[src/rtl/vga_sync_decoder.sv]
// Receive-side VGA timing decoder: rebuilds x/y/pixel coordinates from hsync/vsync/display_on,
// measures line period and frame height, and tracks timing lock against the expected raster.
module vga_sync_decoder #(
  parameter int H_SIZE      = 10,
  parameter int V_SIZE      = 10,
  parameter int P_SIZE      = 19,
  parameter int EXP_H_COUNT = 800,
  parameter int EXP_V_COUNT = 525,
  parameter int LOCK_FRAMES = 2
) (
  input  logic              clk,
  input  logic              rst_n,
  input  logic              vga_hsync,
  input  logic              vga_vsync,
  input  logic              display_on,
  output logic              pixel_valid,
  output logic [H_SIZE-1:0] x_addr,
  output logic [V_SIZE-1:0] y_addr,
  output logic [P_SIZE-1:0] pixel_addr,
  output logic [H_SIZE-1:0] h_period,
  output logic [V_SIZE-1:0] v_lines,
  output logic              frame_start,
  output logic              locked,
  output logic              timing_err
);

  // h_cnt must reach the hsync-lost threshold even when that exceeds the h_period width
  localparam int HC_W = ($clog2(2 * EXP_H_COUNT) > H_SIZE) ? $clog2(2 * EXP_H_COUNT) : H_SIZE;
  localparam logic [HC_W-1:0]   H_LOST = HC_W'(2 * EXP_H_COUNT - 1);
  localparam logic [HC_W:0]     H_EXP  = (HC_W + 1)'(EXP_H_COUNT);
  localparam logic [V_SIZE-1:0] V_EXP  = V_SIZE'(EXP_V_COUNT);
  localparam logic [2:0]        LOCK_N = 3'(LOCK_FRAMES);

  typedef enum logic [1:0] {SEARCH, TRACK, LOCKED} state_t;

  state_t            state, state_n;
  logic [2:0]        match_cnt, match_n;
  logic              err_n;

  logic              hs_q, vs_q, de_q;
  logic              hs_d, vs_d, de_d;
  logic              hs_fall, vs_fall, de_fall;

  logic [HC_W-1:0]   h_cnt;
  logic [HC_W:0]     h_next;
  logic              h_seen;
  logic              h_ok;
  logic [V_SIZE-1:0] line_cnt;
  logic [V_SIZE-1:0] lines_now;
  logic              h_bad, lines_ok, good_frame, h_lost;

  always_ff @(posedge clk or negedge rst_n) begin
    if (!rst_n) begin
      hs_q <= 1'b0;
      vs_q <= 1'b0;
      de_q <= 1'b0;
      hs_d <= 1'b0;
      vs_d <= 1'b0;
      de_d <= 1'b0;
    end else begin
      hs_q <= vga_hsync;
      vs_q <= vga_vsync;
      de_q <= display_on;
      hs_d <= hs_q;
      vs_d <= vs_q;
      de_d <= de_q;
    end
  end

  assign hs_fall = hs_d & ~hs_q;
  assign vs_fall = vs_d & ~vs_q;
  assign de_fall = de_d & ~de_q;

  always_ff @(posedge clk or negedge rst_n) begin
    if (!rst_n) begin
      pixel_valid <= 1'b0;
      x_addr      <= '0;
      y_addr      <= '0;
      pixel_addr  <= '0;
    end else begin
      pixel_valid <= de_q;
      x_addr      <= (de_q && pixel_valid) ? x_addr + H_SIZE'(1) : '0;
      if (vs_fall) begin
        y_addr     <= '0;
        pixel_addr <= '0;
      end else begin
        if (de_fall)     y_addr     <= y_addr + V_SIZE'(1);
        if (pixel_valid) pixel_addr <= pixel_addr + P_SIZE'(1);
      end
    end
  end

  // A coincident hs_fall belongs to the frame that the vs_fall is closing
  assign h_next     = {1'b0, h_cnt} + (HC_W + 1)'(1);
  assign h_bad      = hs_fall && h_seen && (h_next != H_EXP);
  assign lines_now  = line_cnt + V_SIZE'(hs_fall);
  assign lines_ok   = (lines_now == V_EXP);
  assign good_frame = h_ok && !h_bad && lines_ok;
  assign h_lost     = (state != SEARCH) && (h_cnt == H_LOST);

  always_ff @(posedge clk or negedge rst_n) begin
    if (!rst_n) begin
      h_cnt       <= '0;
      h_seen      <= 1'b0;
      h_period    <= '0;
      line_cnt    <= '0;
      v_lines     <= '0;
      h_ok        <= 1'b0;
      frame_start <= 1'b0;
    end else begin
      frame_start <= vs_fall;
      if (hs_fall)             h_cnt <= '0;
      else if (h_cnt != '1)    h_cnt <= h_cnt + HC_W'(1);
      if (h_lost)              h_seen <= 1'b0;
      else if (hs_fall)        h_seen <= 1'b1;
      if (hs_fall)             h_period <= H_SIZE'(h_next);
      if (vs_fall) begin
        line_cnt <= '0;
        v_lines  <= lines_now;
      end else if (hs_fall) begin
        line_cnt <= line_cnt + V_SIZE'(1);
      end
      if (vs_fall)             h_ok <= 1'b1;
      else if (h_bad)          h_ok <= 1'b0;
    end
  end

  always_ff @(posedge clk or negedge rst_n) begin
    if (!rst_n) begin
      state      <= SEARCH;
      match_cnt  <= '0;
      timing_err <= 1'b0;
    end else begin
      state      <= state_n;
      match_cnt  <= match_n;
      timing_err <= err_n;
    end
  end

  always_comb begin
    state_n = state;
    match_n = match_cnt;
    err_n   = 1'b0;
    case (state)
      SEARCH: begin
        if (vs_fall) begin
          state_n = TRACK;
          match_n = '0;
        end
      end
      TRACK: begin
        if (h_lost) begin
          state_n = SEARCH;
          match_n = '0;
        end else if (vs_fall) begin
          if (good_frame) begin
            match_n = match_cnt + 3'd1;
            if (match_cnt + 3'd1 == LOCK_N) state_n = LOCKED;
          end else begin
            match_n = '0;
          end
        end
      end
      LOCKED: begin
        if (h_lost) begin
          state_n = SEARCH;
          match_n = '0;
          err_n   = 1'b1;
        end else if (h_bad || (vs_fall && !lines_ok)) begin
          state_n = TRACK;
          match_n = '0;
          err_n   = 1'b1;
        end
      end
      default: begin
        state_n = SEARCH;
        match_n = '0;
      end
    endcase
  end

  always_comb begin
    locked = (state == LOCKED);
  end

endmodule

[config.mk]
export PLATFORM = sky130hd
export DESIGN_NAME = vga_sync_decoder
export DESIGN_NICKNAME = d
export VERILOG_FILES = /design/src/rtl/vga_sync_decoder.sv
export SDC_FILE = /design/constraint.sdc
export NUM_CORES = 1
export LEC_CHECK = 0
export CAP_MARGIN = 25
export CORE_UTILIZATION = 25
export CTS_CLUSTER_DIAMETER = 150
export DETAILED_ROUTE_END_ITERATION = 16
export SETUP_SLACK_MARGIN = 0.4
export SYNTH_ARGS = -nofsm -noshare
export SYNTH_HDL_FRONTEND = slang
export SYNTH_SLANG_ARGS = --single-unit
export TNS_END_PERCENT = 20
[constraint.sdc]
create_clock -name clk -period 3.3 [get_ports clk]
set_clock_uncertainty 0.2 [all_clocks]
set_input_delay 0.99 -clock clk [delete_from_list [all_inputs] [get_ports clk]]
set_output_delay 0.99 -clock clk [all_outputs]
set_load 0.02 [all_outputs]
Word-level counts from Yosys, hierarchy flattened
Cells that the tools add are included.
Storage, ports and cells
  output and inout port bits: 63
  logic and storage cells: 96
  register bits: 95
Operators by class
  add/subtract/negate cells: 8
  reduce and logical (&&, ||, !) cells: 20
  equal/unequal tests: 12
  mux-type cells: 31
  bitwise gates (word level): 6
Operators by type and width (count)
  $mux W10: 5
  $mux W19: 2
  $add A10 B1 Y10 const B: 3
  $mux W11: 2
  $add A19 B1 Y19 const B: 1
  $mux W3: 6
  $mux W2: 7
  $reduce_bool A2 Y1: 7
  $add A11 B1 Y12 const B: 1
  $ne A12 B10 Y1 const B: 1
  $add A11 B1 Y11 const B: 1
  $eq A11 B11 Y1 const B: 1
  $ne A11 B11 Y1 const B: 1
  $add A10 B1 Y10: 1
  $eq A10 B10 Y1 const B: 1
  $ne A3 B3 Y1 const B: 3
  $pmux W3 S3: 1
  $logic_and A1 B1 Y1: 7
  $mux W1: 7
  $pmux W2 S3: 1
  $reduce_and A5 Y1: 1
  $add A3 B1 Y3 const B: 1
  $and A1 B1 Y1: 3
  $eq A3 B2 Y1 const B: 1
  9 further kinds: 12

Longest topological paths before layout
  word-level depth: 11
  gate-level depth with buffers: 12
  gate-level depth less buffers: 10

Worst setup path after synthesis
OpenSTA, ideal clock, no wires.
  path type: flip-flop to flip-flop
  start point: register hs_q
  end point: register match_cnt[0]
  period minus slack after synthesis: 3.432 ns
  path slack: -0.132 ns
  library setup time: 0.127 ns
  arrival: 3.104 ns
  required time: 2.973 ns
  stages on the path, launching flop included: 13
  path through: dfrtp_1 > nor2b_1 > clkbuf_1 > clkbuf_1 > ha_1 > ha_1 > nor2b_1 > a21oi_1 > o2bb2ai_1 > nand4b_1 > or4_4 > nand2_2 > mux2_1
Between the ends
  cells in the longest elaborated chain, start to end: 11
Ends and longest elaborated chain
  start, declared: line 40  | logic hs_q, vs_q, de_q;
  start signal, assigned: line 61  | hs_q <= vga_hsync;
  $not A1 Y1 *: line 70  | assign hs_fall = hs_d & ~hs_q;
  $and A1 B1 Y1 *: line 70
  via hs_fall: line 42  | logic hs_fall, vs_fall, de_fall;
  branches (longest 9 deep; another with $add A10 B1 Y10)
  end signal, assigned: line 135  | match_cnt <= match_n;
  end, declared: line 37  | logic [2:0] match_cnt, match_n;
Mark *: on every way through the listed nets, which the timed path passes. The select of a mux whose other input is x is not followed.
A chain may end at the register's enable or synchronous reset.

Worst setup path after layout
  start point: register hs_q
  end point: register match_cnt[0]
Between the ends
  cells in the longest elaborated chain, start to end: 11
Ends and longest elaborated chain (line)
  $not A1 Y1 *: 70
  $and A1 B1 Y1 *: 70
  branches (longest 9 deep; another with $add A10 B1 Y10)
Mark *: on every way between the ends. The select of a mux whose other input is x is not followed.

==> run_results.csv <==
group,metric,value,unit
yosys,ys_types,49,
yosys,yosysTopAreaCellShare,0.5366,
clock_tree,cts_buffers,9,
setup_path,ff2ff_setup_slack,0.52,ns
grt,grt_pass1_vias,3366,
cells_and_area,finish.instance_area,5747,sq um
sta,period_minus_slack,2.776,ns
detailed_routing,drt_pass1_iterations,6,
cells_and_area,fill_cells,1760,
setup_path,crit_fanout,4,
outcome,status,"finished, final reports clean",
clock_tree,postCtsSetupBuffers,0,
yosys,synth_fp_nets,452,
yosys,ys_seq_area_frac,0.5366,
cells_and_area,insertedDiodeCount,0,
setup_path,crit_required,3.34,ns
detailed_routing,ant_nets,0,
power,p_leak,2.470,nW
floorplan,io_pins,68,
power,power,2.962,mW
yosys,async_flop_share,1.000,
grt,grt_pass1_wl,16640,microns
sta,finalSetupTns,0,ns
cells_and_area,most-common-layout-cells,"dfrtp_1 (95), clkdlybuf4s50_1 (65), nor2_1 (62), nand2_1 (40), xor2_1 (33)",
detailed_routing,wl_per_cell,13.44,microns
sta,rsz0062_at_grt,"true",
sta,holdWs,0.1719,ns
yosys,synth_area_per_cell,10.12,sq um
yosys,synth_ff_type,"dfrtp_1",
placed_design,gp_congestion,0.8440,
yosys,yosysWarnings,0,
grt,antenna_found_initial,0,
cells_and_area,final_nets,519,
floorplan,core,17300,sq um
clock_tree,clk_latency,0.35,ns
placed_design,io_buffer_count,67,
detailed_routing,initialDrtViolationCount,187,
sta,maxSlewViolCount,0,
yosys,synth_top_cell_by_area,"dfrtp_1",
clock_tree,cts_buffer_depth,2,
power,p_per_area,515.4,nW/um^2
yosys,synth_area,4430,sq um
detailed_routing,vias,3381,
detailed_routing,drc,0,
clock_tree,clockRootBuffer,"clkbuf_16",
floorplan,num_rows,48,
sta,worst_pin_slew,0.5430,ns
setup_path,setup.worst_path.class,"reg2reg",
clock_tree,clk_pin_slew,0.06,ns
grt,grt_max_degree,96,
sta,slew_headroom,0.6380,
detailed_routing,viasPerCell,4.600,
clock_tree,clkSinkCount,95,
yosys,synth_cells,438,
grt,grt_usage,0.1166,
setup_path,arrival,2.81,ns
hold_path,hold_class,"reg2reg",
placed_design,pre_cts_slack,0.5321,ns
yosys,synth_edf_count,0,
cells_and_area,area_growth,29.71,%
flow_run,cap_violations,0,
power,worst_ir_drop_vdd,0.4136,mV
clock_tree,cts_max_level,3,
floorplan,die_height,135.1,microns
sta,fin_ws,0.5237,ns
sta,hold_violations,0,
floorplan,die_area,18260,sq um
sta,fmax,360.2,MHz
grt,overflow,0,
floorplan,initial_core_util,0.2561,
setup_path,end_kind,"flip-flop",
sta,setup_viol,0,
cells_and_area,drive_gt1_frac,0.06667,
placed_design,dpl.hpwl,6702,microns
setup_path,start_kind,"flip-flop",
yosys,ys_ff_latch,95,
detailed_routing,routed_wirelength,9875,microns
floorplan,fp.dieW,135.1,microns
clock_tree,cts.hold.buffers_added,0,
placed_design,placed_cell_area,5406,sq um
clock_tree,cts_tree,"yes",
yosys,ys_top_cells_by_area,"dfrtp_1 (54%), xor2_1 (6.5%), nor2_1 (5.3%)",
cells_and_area,final_common_cell,"dfrtp_1",
sta,post-route-period-util,0.8413,
power by group:
part | leakage, nW | switching (mW) | total, mW | internal [mW]
sequential | 1.26 | 0.104 | 1.36 | 1.25
combinational | 1.04 | 0.236 | 0.449 | 0.213
clock | 0.166 | 0.449 | 1.15 | 0.705
area by class of cell:
cell class | count | area, sq um | share of cell area
inverters | 7 | 26.28 | 0.004572
clock buffers | 11 | 252.7 | 0.04398
flip-flops and latches | 95 | 2377 | 0.4137
repair buffers | 72 | 720.7 | 0.1254
well taps | 225 | 281.5 | 0.04899
multi-input cells | 320 | 2009 | 0.3497
clock inverters | 5 | 78.83 | 0.01372
worst paths after layout:
kind                             from           end  cells past startpoint
worst min register to register   vs_q          vs_d                      0
worst max-delay path             hs_q  match_cnt[0]                      9
worst min-delay path             vs_q          vs_d                      0
min in group asynchronous       rst_n     y_addr[5]                      2
max in group asynchronous       rst_n    v_lines[9]                      2
worst max register to register   hs_q  match_cnt[0]                      9
per-stage QoR:
stage / instances / utilization
after detailed placement: 719 / 0.3126
after floorplan: 438 / -
after global routing: 735 / 0.3322
final: 735 / 0.3322
after global placement: 719 / 0.3126
after CTS: 735 / 0.3317
cells in the mapped netlist (7+ instances only):
library cell and number:
o21ai_0 15, clkbuf_1 13, nand3_1 21, dfrtp_1 95, nand4_1 11, xor2_1 33, or3_1 8, nor2_1 62
nand2_1 40, nor2b_1 7, ha_1 9, and3_1 19, xnor2_1 21, a21oi_1 26
layer usage:
metal / GRT usage / share of wire
met5: 0 / 0
met4: 0.04806 / 0.018
met3: 0.04505 / 0.070
met2: 0.1792 / 0.46
met1: 0.1458 / 0.46
kinds of logic (layout without fill, tap and decap cells):
kind of cell / Yosys count / count (layout) / synth area share
multiplexers: 8 / 8 / 0.01864
AO/OA/AOI/OAI: 62 / 62 / 0.08642
adder cells (fa/ha/maj): 9 / 9 / 0.02542
buffers and inverters: 23 / 95 / 0.02005
flip-flops: 95 / 95 / 0.5366
AND/OR/NAND/NOR: 187 / 187 / 0.2062
XOR/XNOR: 54 / 54 / 0.1068
timing repair:
action | 4_1_cts | 5_1_grt
setup endpoints to repair | 0 | 3
resized for setup | 0 | 2
hold endpoints to repair | 0 | 0
flip-flops by register name, summed over array words and instances, names as in the netlist, 2 cells and up:
name        cells
pixel_addr     19
h_cnt          11
h_period       10
line_cnt       10
v_lines        10
x_addr         10
y_addr         10
match_cnt       3
state           2
worst max-delay path, cell delays in order, from the launching register on:
cell and delay, ns:
dfrtp_1 0.39, nor2b_2 0.18, ha_4 0.17, and3_1 0.21
nand3_1 0.17, o31ai_1 0.12, nand4b_1 0.21, or4_4 0.62
nand2_4 0.10, mux2_4 0.29
Note: power is estimated with default switching activity, not from simulation.
==> edit, RTL diff (config.mk and constraints unchanged) <==
Re-encode `state_t` (3 states) as one-hot, 3 bits wide.
--- a/src/rtl/vga_sync_decoder.sv
+++ b/src/rtl/vga_sync_decoder.sv
@@ -31,7 +31,7 @@
   localparam logic [V_SIZE-1:0] V_EXP  = V_SIZE'(EXP_V_COUNT);
   localparam logic [2:0]        LOCK_N = 3'(LOCK_FRAMES);
 
-  typedef enum logic [1:0] {SEARCH, TRACK, LOCKED} state_t;
+  typedef enum logic [2:0] {SEARCH = 3'b001, TRACK = 3'b010, LOCKED = 3'b100} state_t;
 
   state_t            state, state_n;
   logic [2:0]        match_cnt, match_n;
Function: same outputs for any inputs over 10 cycles, from zero or initial values and one cycle with rst_n low; not proved beyond that.
==> edit against the original RTL <==
- first-iteration DRC count down 7.5%
- power about the same
- synthesized area up 2.0%
- core utilization up 0.058 points
- maximum frequency up 0.59%
- routed wire length up 2.1%
- cell count up 1.5%
- sequential cell count up 1
- sequential share of layout area about the same
- design area up 1.2%
- worst setup slack better by 0.016 ns
==> edit: results (changes against the original RTL) <==
Status: finished, final reports clean (unchanged)
Clock Tree Buf Depth: 2 (unchanged)
GR Util met3: 2.610% (was 4.505%)
Fin Hold WS: 0.1730 ns (was 0.1719 ns)
Routing usage on met2: 18.84% (was 17.92%)
Slowest stage cell, crit path: dfrtp_1 (was or4_4)
Critical Path AT: 2.83 ns (was 2.81 ns)
Pin count of the biggest net entering global routing: 50 (was 96)
FF-to-FF path depth: 11 (was 9)
Share of cells above drive strength 1: 8.445% (was 6.667%)
DR vias/cell: 4.609 (was 4.600)
R2R Setup Slk: 0.54 ns (was 0.52 ns)
Comb pwr share: 15.6% (was 15.2%)
Worst-Margin Slew: 0.6550 ns (was 0.5430 ns)
Reg-to-Reg End: state[2] (was match_cnt[0])
Gpl congestion: 0.8262 (was 0.8440)
Hold Startpoint: vs_q (unchanged)
Wl on met1: 4667 µm (was 4498 µm)
Global-route wire length before repair: 17030 µm (was 16640 µm)
Synth Net Count: 464 (was 452)
Hold Path Sink: vs_d (unchanged)
Placed Instances: 731 (was 719)
Power Clock: 1130 µW
DP Area: 5483 µm² (was 5406 µm²)
CP top delay family: simple AND/OR/NAND/NOR gates (unchanged)
Via Count: 3438 (was 3381)
Iter 0 DRT Violations: 173 (was 187)
Synth unique cells: 51 (was 49)
Port Buf Inserts: 67 (unchanged)
Register clock-pin slew on the reported worst setup and hold paths: 0.07 ns
Yosys top cell area share: 52.60% (was 53.66%)
Drt total wl: 10090 µm (was 9875 µm)
Net load switching power: 804.9 µW (was 788.7 µW)
Worst VDD drop: 254.0 µV (was 413.6 µV)
Post-DP HPWL: 7006 µm (was 6702 µm)
Gate Count Post-Synth: 450 (was 438)
Met2 WL: 4843 µm (was 4511 µm)
Dpl ws: 0.5146 ns (was 0.5321 ns)
Synth top cells by count: dfrtp_1, nand2_1, nor2_1 (was dfrtp_1, nor2_1, nand2_1)
CP peak stage delay: 0.38 ns (was 0.62 ns)
Crit share post-route: 83.64% (was 84.13%)
Met3 Wirelength: 376 µm (was 692 µm)
Top post-synthesis cells by area: dfrtp_1, xor2_1, nand2_1 (was dfrtp_1, xor2_1, nor2_1)
Biggest regs: pixel_addr (19), h_cnt (11) (unchanged)
CP max FO: 3 (was 4)
Root buffer cell: clkbuf_16 (unchanged)
Fillers: 1748 (was 1760)
Pwr Density: 509.1 nW/µm² (was 515.4 nW/µm²)
Total GRT Usage: 11.70% (was 11.66%)
Vias in the first global route: 3511 (was 3366)
Post-CTS Resized: 1 (was 0)
First-pass detailed-route iteration total: 4 (was 6)
NumNets Final: 531 (was 519)
M1 GR Usage: 14.81% (was 14.58%)
Pleak: 0.002470 µW (about the same)
Sequential area share after synthesis: 53.18% (was 53.66%)
-- edit: cell families (layout without fill, tap and decap cells) --
group | after synthesis | count (layout) | share of synthesized area (%)
flip-flops | 96 | 96 | 53.18
adder cells (fa/ha/maj) | 9 | 9 | 2.492
AND/OR/NAND/NOR | 204 | 204 | 22.70
multiplexers | 3 | 3 | 0.6645
XOR/XNOR | 53 | 53 | 10.27
AO/OA/AOI/OAI | 64 | 64 | 8.555
buffers and inverters | 21 | 92 | 2.132
-- edit: layout make-up --
| type | count | area (µm²) | area share [%] |
|---|---|---|---|
| flip-flops and latches | 96 | 2404 | 41.32 |
| multi-input cells | 333 | 2073 | 35.64 |
| repair buffers | 72 | 716.9 | 12.33 |
| well taps | 225 | 281.5 | 4.840 |
| clock buffers | 10 | 239.0 | 4.108 |
| clock inverters | 5 | 81.33 | 1.398 |
| inverters | 5 | 21.27 | 0.3657 |
